==> src/rtl/nibble_serial_adder_ctrl_pkg.sv <==
`default_nettype none
// ============================================================================
// Module   : nibble_serial_adder_ctrl_pkg
// Brief    : Shared state encoding and nibble width for the serial adder.
// Revision : 1.0 - initial release
// ============================================================================
package nibble_serial_adder_ctrl_pkg;

   localparam int c_NIBBLE_W = 4;

   typedef enum logic [1:0] {
      ST_IDLE = 2'd0,
      ST_RUN  = 2'd1,
      ST_DONE = 2'd2
   } state_t;

endpackage
`default_nettype wire

==> src/rtl/nibble_serial_adder_ctrl_if.sv <==
`default_nettype none
// ============================================================================
// Module   : nibble_serial_adder_ctrl_if
// Brief    : Start/busy/done request bus between a driver and the sequencer.
// Revision : 1.0 - initial release
// ============================================================================
interface nibble_serial_adder_ctrl_if
   import nibble_serial_adder_ctrl_pkg::*;
#(
   parameter int NIBBLES = 4
);
   localparam int W = c_NIBBLE_W * NIBBLES;

   logic         start;
   logic         sub;
   logic [W-1:0] a;
   logic [W-1:0] b;
   logic         busy;
   logic         done;
   logic [W-1:0] sum;
   logic         c_out;
   logic         ovf;

   modport master (
      output start, sub, a, b,
      input  busy, done, sum, c_out, ovf
   );

   modport slave (
      input  start, sub, a, b,
      output busy, done, sum, c_out, ovf
   );

endinterface
`default_nettype wire

==> src/rtl/nibble_serial_adder_ctrl_rca4.sv <==
`default_nettype none
// ============================================================================
// Module   : nibble_serial_adder_ctrl_rca4
// Brief    : Combinational 4-bit ripple-carry adder cell.
// Revision : 1.0 - initial release
// ============================================================================
module nibble_serial_adder_ctrl_rca4
   import nibble_serial_adder_ctrl_pkg::*;
(
   input  wire logic [c_NIBBLE_W-1:0] i_a,
   input  wire logic [c_NIBBLE_W-1:0] i_b,
   input  wire logic                  i_c,
   output logic      [c_NIBBLE_W-1:0] o_s,
   output logic                       o_c
);

   logic [c_NIBBLE_W:0] w_carry;

   assign w_carry[0] = i_c;

   for (genvar gi = 0; gi < c_NIBBLE_W; gi++) begin : g_bit
      assign o_s[gi]        = i_a[gi] ^ i_b[gi] ^ w_carry[gi];
      assign w_carry[gi+1]  = (i_a[gi] & i_b[gi]) | (w_carry[gi] & (i_a[gi] ^ i_b[gi]));
   end

   assign o_c = w_carry[c_NIBBLE_W];

endmodule
`default_nettype wire

==> src/rtl/nibble_serial_adder_ctrl.sv <==
`default_nettype none
// ============================================================================
// Module   : nibble_serial_adder_ctrl
// Brief    : Wide add/subtract, one nibble per clock through a shared 4-bit cell.
// Revision : 1.0 - initial release
// ============================================================================
module nibble_serial_adder_ctrl
   import nibble_serial_adder_ctrl_pkg::*;
#(
   parameter int NIBBLES = 4
)(
   input  wire logic                  clk,
   input  wire logic                  rst,
   nibble_serial_adder_ctrl_if.slave  bus
);

   localparam int W     = c_NIBBLE_W * NIBBLES;
   localparam int IDX_W = $clog2(NIBBLES);
   localparam logic [IDX_W-1:0] c_LAST = IDX_W'(NIBBLES - 1);

   state_t             r_state;
   logic [W-1:0]       r_a;
   logic [W-1:0]       r_b;
   logic [W-1:0]       r_sum;
   logic               r_carry;
   logic               r_cout;
   logic               r_ovf;
   logic [IDX_W-1:0]   r_idx;

   logic [IDX_W+1:0]       w_off;
   logic [c_NIBBLE_W-1:0]  w_a_nib;
   logic [c_NIBBLE_W-1:0]  w_b_nib;
   logic [c_NIBBLE_W-1:0]  w_s;
   logic                   w_c;

   assign w_off   = (IDX_W+2)'(r_idx) * (IDX_W+2)'(c_NIBBLE_W);
   assign w_a_nib = r_a[w_off +: c_NIBBLE_W];
   assign w_b_nib = r_b[w_off +: c_NIBBLE_W];

   nibble_serial_adder_ctrl_rca4 u_rca4 (
      .i_a (w_a_nib),
      .i_b (w_b_nib),
      .i_c (r_carry),
      .o_s (w_s),
      .o_c (w_c)
   );

   always_ff @(posedge clk) begin
      if (rst) begin
         r_state <= ST_IDLE;
         r_a     <= '0;
         r_b     <= '0;
         r_sum   <= '0;
         r_carry <= 1'b0;
         r_cout  <= 1'b0;
         r_ovf   <= 1'b0;
         r_idx   <= '0;
      end else begin
         case (r_state)
            ST_IDLE, ST_DONE: begin
               if (bus.start) begin
                  // Subtraction is A + ~B + 1: invert B here, inject the +1 as carry-in.
                  r_a     <= bus.a;
                  r_b     <= bus.sub ? ~bus.b : bus.b;
                  r_carry <= bus.sub;
                  r_idx   <= '0;
                  r_sum   <= '0;
                  r_cout  <= 1'b0;
                  r_ovf   <= 1'b0;
                  r_state <= ST_RUN;
               end else if (r_state == ST_DONE) begin
                  r_state <= ST_IDLE;
               end
            end
            ST_RUN: begin
               r_sum[w_off +: c_NIBBLE_W] <= w_s;
               r_carry <= w_c;
               r_idx   <= r_idx + IDX_W'(1);
               if (r_idx == c_LAST) begin
                  r_cout  <= w_c;
                  r_ovf   <= (r_a[W-1] == r_b[W-1]) && (w_s[c_NIBBLE_W-1] != r_a[W-1]);
                  r_state <= ST_DONE;
               end
            end
            default: r_state <= ST_IDLE;
         endcase
      end
   end

   assign bus.busy  = (r_state == ST_RUN);
   assign bus.done  = (r_state == ST_DONE);
   assign bus.sum   = r_sum;
   assign bus.c_out = r_cout;
   assign bus.ovf   = r_ovf;

endmodule
`default_nettype wire

==> src/flat_wrapper.sv <==
// flat-port wrapper written by rule: the top's interface ports become plain ports
module nibble_serial_adder_ctrl_flat import nibble_serial_adder_ctrl_pkg::*;
#(
   parameter int NIBBLES = 4
)
  (clk, rst, bus_start, bus_sub, bus_a, bus_b, bus_busy, bus_done, bus_sum, bus_c_out, bus_ovf);
  nibble_serial_adder_ctrl_if #(.NIBBLES(NIBBLES)) bus_i ();
  input  wire logic clk;
  input  wire logic rst;
  input wire logic [$bits(bus_i.start)-1:0] bus_start;
  input wire logic [$bits(bus_i.sub)-1:0] bus_sub;
  input wire logic [$bits(bus_i.a)-1:0] bus_a;
  input wire logic [$bits(bus_i.b)-1:0] bus_b;
  output wire logic [$bits(bus_i.busy)-1:0] bus_busy;
  output wire logic [$bits(bus_i.done)-1:0] bus_done;
  output wire logic [$bits(bus_i.sum)-1:0] bus_sum;
  output wire logic [$bits(bus_i.c_out)-1:0] bus_c_out;
  output wire logic [$bits(bus_i.ovf)-1:0] bus_ovf;
  assign bus_i.start = bus_start;
  assign bus_i.sub = bus_sub;
  assign bus_i.a = bus_a;
  assign bus_i.b = bus_b;
  assign bus_busy = bus_i.busy;
  assign bus_done = bus_i.done;
  assign bus_sum = bus_i.sum;
  assign bus_c_out = bus_i.c_out;
  assign bus_ovf = bus_i.ovf;
  nibble_serial_adder_ctrl #(.NIBBLES(NIBBLES)) u_core (.clk(clk), .rst(rst), .bus(bus_i));
endmodule
==> config.mk <==
export PLATFORM = sky130hd
export DESIGN_NAME = nibble_serial_adder_ctrl_flat
export DESIGN_NICKNAME = d
export VERILOG_FILES = /design/src/rtl/nibble_serial_adder_ctrl_pkg.sv /design/src/rtl/nibble_serial_adder_ctrl_if.sv /design/src/rtl/nibble_serial_adder_ctrl_rca4.sv /design/src/rtl/nibble_serial_adder_ctrl.sv /design/src/flat_wrapper.sv
export SDC_FILE = /design/constraint.sdc
export NUM_CORES = 1
export LEC_CHECK = 0
export CORE_MARGIN = 5
export CORE_UTILIZATION = 45
export CTS_BUF_LIST = sky130_fd_sc_hd__clkbuf_16
export DETAILED_ROUTE_END_ITERATION = 10
export HOLD_SLACK_MARGIN = 0.06
export PLACE_DENSITY = 0.73
export SETUP_SLACK_MARGIN = 0.4
export SKIP_LAST_GASP = 1
export SLEW_MARGIN = 5
export SYNTH_ARGS = -nofsm -noshare
export SYNTH_HDL_FRONTEND = slang
export SYNTH_HIERARCHICAL = 1
export SYNTH_SLANG_ARGS = --single-unit
==> constraint.sdc <==
create_clock -name clk -period 3.2 [get_ports clk]
set_input_delay 0.32 -clock clk [delete_from_list [all_inputs] [get_ports clk]]
set_output_delay 0.32 -clock clk [all_outputs]
set_load 0.1 [all_outputs]
==> results.tsv <==
stage	metric	value	unit
global_route	grt_use_total	15.56	%
cells_and_area	drive_above_1_share	16.56	%
clock_tree	cts_tree	built	
global_route	grt_max_degree	50	
logic_synthesis	synth_warnings	6	
pwr	power	0.001660	W
cells_and_area	finalNonFillerCells	386	
logic_synthesis	synthTopCellsByArea	dfxtp_1, mux4_2, xnor2_1	
clock_tree	cts_buffer_depth	2	
timing	period_share	97.32	%
pwr	p_leak	1.218	nW
routing	drt_iter0_drc	66	
timing	finalClockSkew	0.004455	ns
floorplanning	pin_count	56	
logic_synthesis	synth-edff-count	0	
logic_synthesis	avgSynthCellArea	9.942	um^2
worst_setup_path	r2r_start	u_core/r_idx[0]	
logic_synthesis	syn_area	0.002595	mm^2
run	max-cap-violations	0	
logic_synthesis	synthCells	261	
logic_synthesis	netlist-cell-type-count	38	
timing	period_needed	3.114	ns
placed_design	port_buffers	55	
cells_and_area	diodes	0	
worst_setup_path	endpoint	u_core/bus.ovf	
logic_synthesis	yosysTopAreaCell	dfxtp_1	
timing	worst_pin_slew	0.9736	ns
clock_tree	numCtsBuffers	5	
logic_synthesis	ys_seq_elements	55	
worst_setup_path	critPathLaunchType	flip-flop	
pwr	vdd_drop_max	0.0002259	V
floorplanning	initial_core_util	46.84	%
routing	wirelength	5640	um
outcome	status	complete, no violations	
cells_and_area	nets	359	
worst_setup_path	critPathMaxFanout	4	
worst_setup_path	criticalPathCategory	flip-flop to flip-flop	
timing	fmax	0.3211	GHz
clock_tree	clk_pin_slew	0.07	ns
logic_synthesis	synth_fp_nets	307	
placed_design	dp_cells	373	
global_route	grt_overflow	0	
logic_synthesis	async_flop_share	0	%
cells_and_area	fillerInstances	492	
clock_tree	hold_buffers	0	
worst_setup_path	worstPathArrival	3.32	ns
timing	hold_viol_final	0	
worst_setup_path	reg2regPathDepth	12	
worst_setup_path	cp-end-kind	flip-flop	
logic_synthesis	yosysSeqAreaShare	42.43	%
clock_tree	clk_latency	0.29	ns
clock_tree	numClockSinks	55	
worst_setup_path	r2r_setup_slack	0.09	ns
logic_synthesis	synthFlopType	dfxtp_1	
routing	viasPerCell	5.272	
floorplanning	coreArea	0.005540	mm^2
timing	slew_viol_final	0	
global_route	antenna_found_initial	0	
placed_design	hpwl	3924	um
global_route	grt_pass1_wl	9218	um
clock_tree	root_buffer	clkbuf_16	
global_route	grt_pass1_vias	1991	
clock_tree	htree_num_levels	2	
floorplanning	rows	27	
min_path	hp-class	flip-flop to flip-flop	
timing	setup_violations	0	
cells_and_area	area.growth.synth_to_final	29.65	%
timing	relSlewSlack	34.89	%
routing	routedWlPerCell	14.61	um
worst_setup_path	timing.rr.end	u_core/bus.ovf	
timing	rsz0062_at_grt	true	
worst_setup_path	startpoint	u_core/r_idx[0]	
worst_setup_path	crit_required	3.40	ns
floorplanning	die_w	85.94	um
floorplanning	dieArea	0.007386	mm^2
routing	num_vias	2035	
routing	ant_nets	0	
logic_synthesis	synth.top_cell.area_share	42.43	%
routing	first_pass_iters	4	
placed_design	gp_congestion	0.7672	
pwr	cellPowerDensity	493.4	mW/mm^2
floorplanning	chipHeight	85.94	um
routing	drc_errors	0	
-- area by class of cell --
cell class,instances,area (um^2),area share [%]
multi-input combinational,173,1334,39.64
clock buffer,6,150.1,4.463
clock inverter,2,13.76,0.4091
sequential,55,1105,32.84
timing repair buffer,64,619.3,18.41
tap,72,90.09,2.678
inverter,14,52.55,1.562
-- logic make-up after synthesis --
| family | count (synthesis) | synth area share, % |
|---|---|---|
| xor+xnor | 16 | 5.400 |
| mux | 8 | 6.943 |
| flops | 55 | 42.43 |
| compound gates | 58 | 16.20 |
| simple gates | 81 | 15.91 |
| buf+inv | 33 | 7.136 |
| fa+ha+maj | 10 | 5.979 |
-- where the power goes --
group	switching [W]	leakage, nW	internal (W)
combinational	0.000179	0.685	0.000153
sequential	0.0000253	0.451	0.000721
clock	0.000243	0.0820	0.000338
total	0.000447	1.22	0.00121
-- stage by stage --
step / util [%] / hold WS, ns / worst slack [ns] / setup TNS (ns) / instance area (um^2)
global route: 60.73 / 0.4782 / -0.07687 / -0.07687 / 3364
finish: 60.73 / 0.4580 / 0.08575 / 0 / 3364
global placement: 56.66 / 0.4415 / 0.1368 / 0 / 3139
CTS: 60.43 / 0.4578 / 0.09768 / 0 / 3348
detailed placement: 56.66 / 0.4479 / 0.08149 / 0 / 3139
floorplan: - / 0.4331 / 0.03496 / 0 / 2615
-- Yosys cell counts, drive strengths merged, types with 2 or more instances --
| library cell | instances |
|---|---|
| and3b | 2 |
| xnor2 | 16 |
| inv | 14 |
| a21oi | 24 |
| fa | 4 |
| nor3 | 2 |
| clkbuf | 5 |
| nor4b | 3 |
| nor2 | 18 |
| dfxtp | 55 |
| nor2b | 2 |
| nand3 | 8 |
| nand4 | 4 |
| ha | 6 |
| mux4 | 8 |
| a32o | 8 |
| a22o | 4 |
| nand2b | 2 |
| a211oi | 17 |
| nand2 | 35 |
| buf | 14 |
| nand3b | 2 |
-- flip-flops by register name (all words and copies together) (netlist names) --
signal            count
u_core/bus.c_out      1
u_core/bus.ovf        1
u_core/bus.sum       16
u_core/r_a           16
u_core/r_b           16
u_core/r_carry        1
u_core/r_idx          2
u_core/r_state        2
-- critical path, stage by stage, from the launching register on --
cell      delay [ns]
dfxtp_4         0.39
mux4_2          0.53
fa_2            0.37
inv_2           0.06
fa_2            0.18
inv_2           0.04
fa_2            0.32
inv_2           0.06
fa_1            0.42
inv_2           0.07
inv_1           0.05
or3_1           0.32
a221oi_2        0.21
-- what timing repair did --
item / 4_1_cts / 5_1_grt
gates resized for setup: 4 / 2
buffers inserted: 4 / 1
setup endpoints to repair: 5 / 6
pin swaps: 1 / 0
-- cell usage in the layout, fill, tap and decap left out, types with 2 or more instances in the layout --
cell,n
clkbuf_16,6
inv_1,9
nand4_1,4
nor3_2,2
dfxtp_1,54
nand2_1,35
nand3b_1,2
nand3_1,8
inv_2,5
a21oi_1,24
nor2_1,18
xnor2_1,16
mux4_2,8
a22o_2,2
clkdlybuf4s50_1,52
nor4b_1,2
buf_6,3
buf_4,8
fa_2,3
a211oi_1,16
a32o_1,8
ha_1,6
and3b_2,2
-- how the worst min path moves through the flow --
stage / cells past startpoint / endpoint / start
2_1_floorplan: 2 / u_core/r_a[10] / u_core/r_a[10]
3_3_place_gp: 2 / u_core/r_a[3] / u_core/r_a[3]
3_5_place_dp: 2 / u_core/r_a[3] / u_core/r_a[3]
4_1_cts: 2 / u_core/r_a[3] / u_core/r_a[3]
5_1_grt: 2 / u_core/r_a[11] / u_core/r_a[11]
6_report: 2 / u_core/r_a[3] / u_core/r_a[3]
-- metal layers --
layer	GRT usage [%]	vias to the layer above	wire, um
met2	27.12	49	2802
met3	3.939	13	274
met4	5.468	0	95
met1	18.45	950	2468
met5	0	-	0
li1	-	1023	-
(Power assumes the default switching activity.)
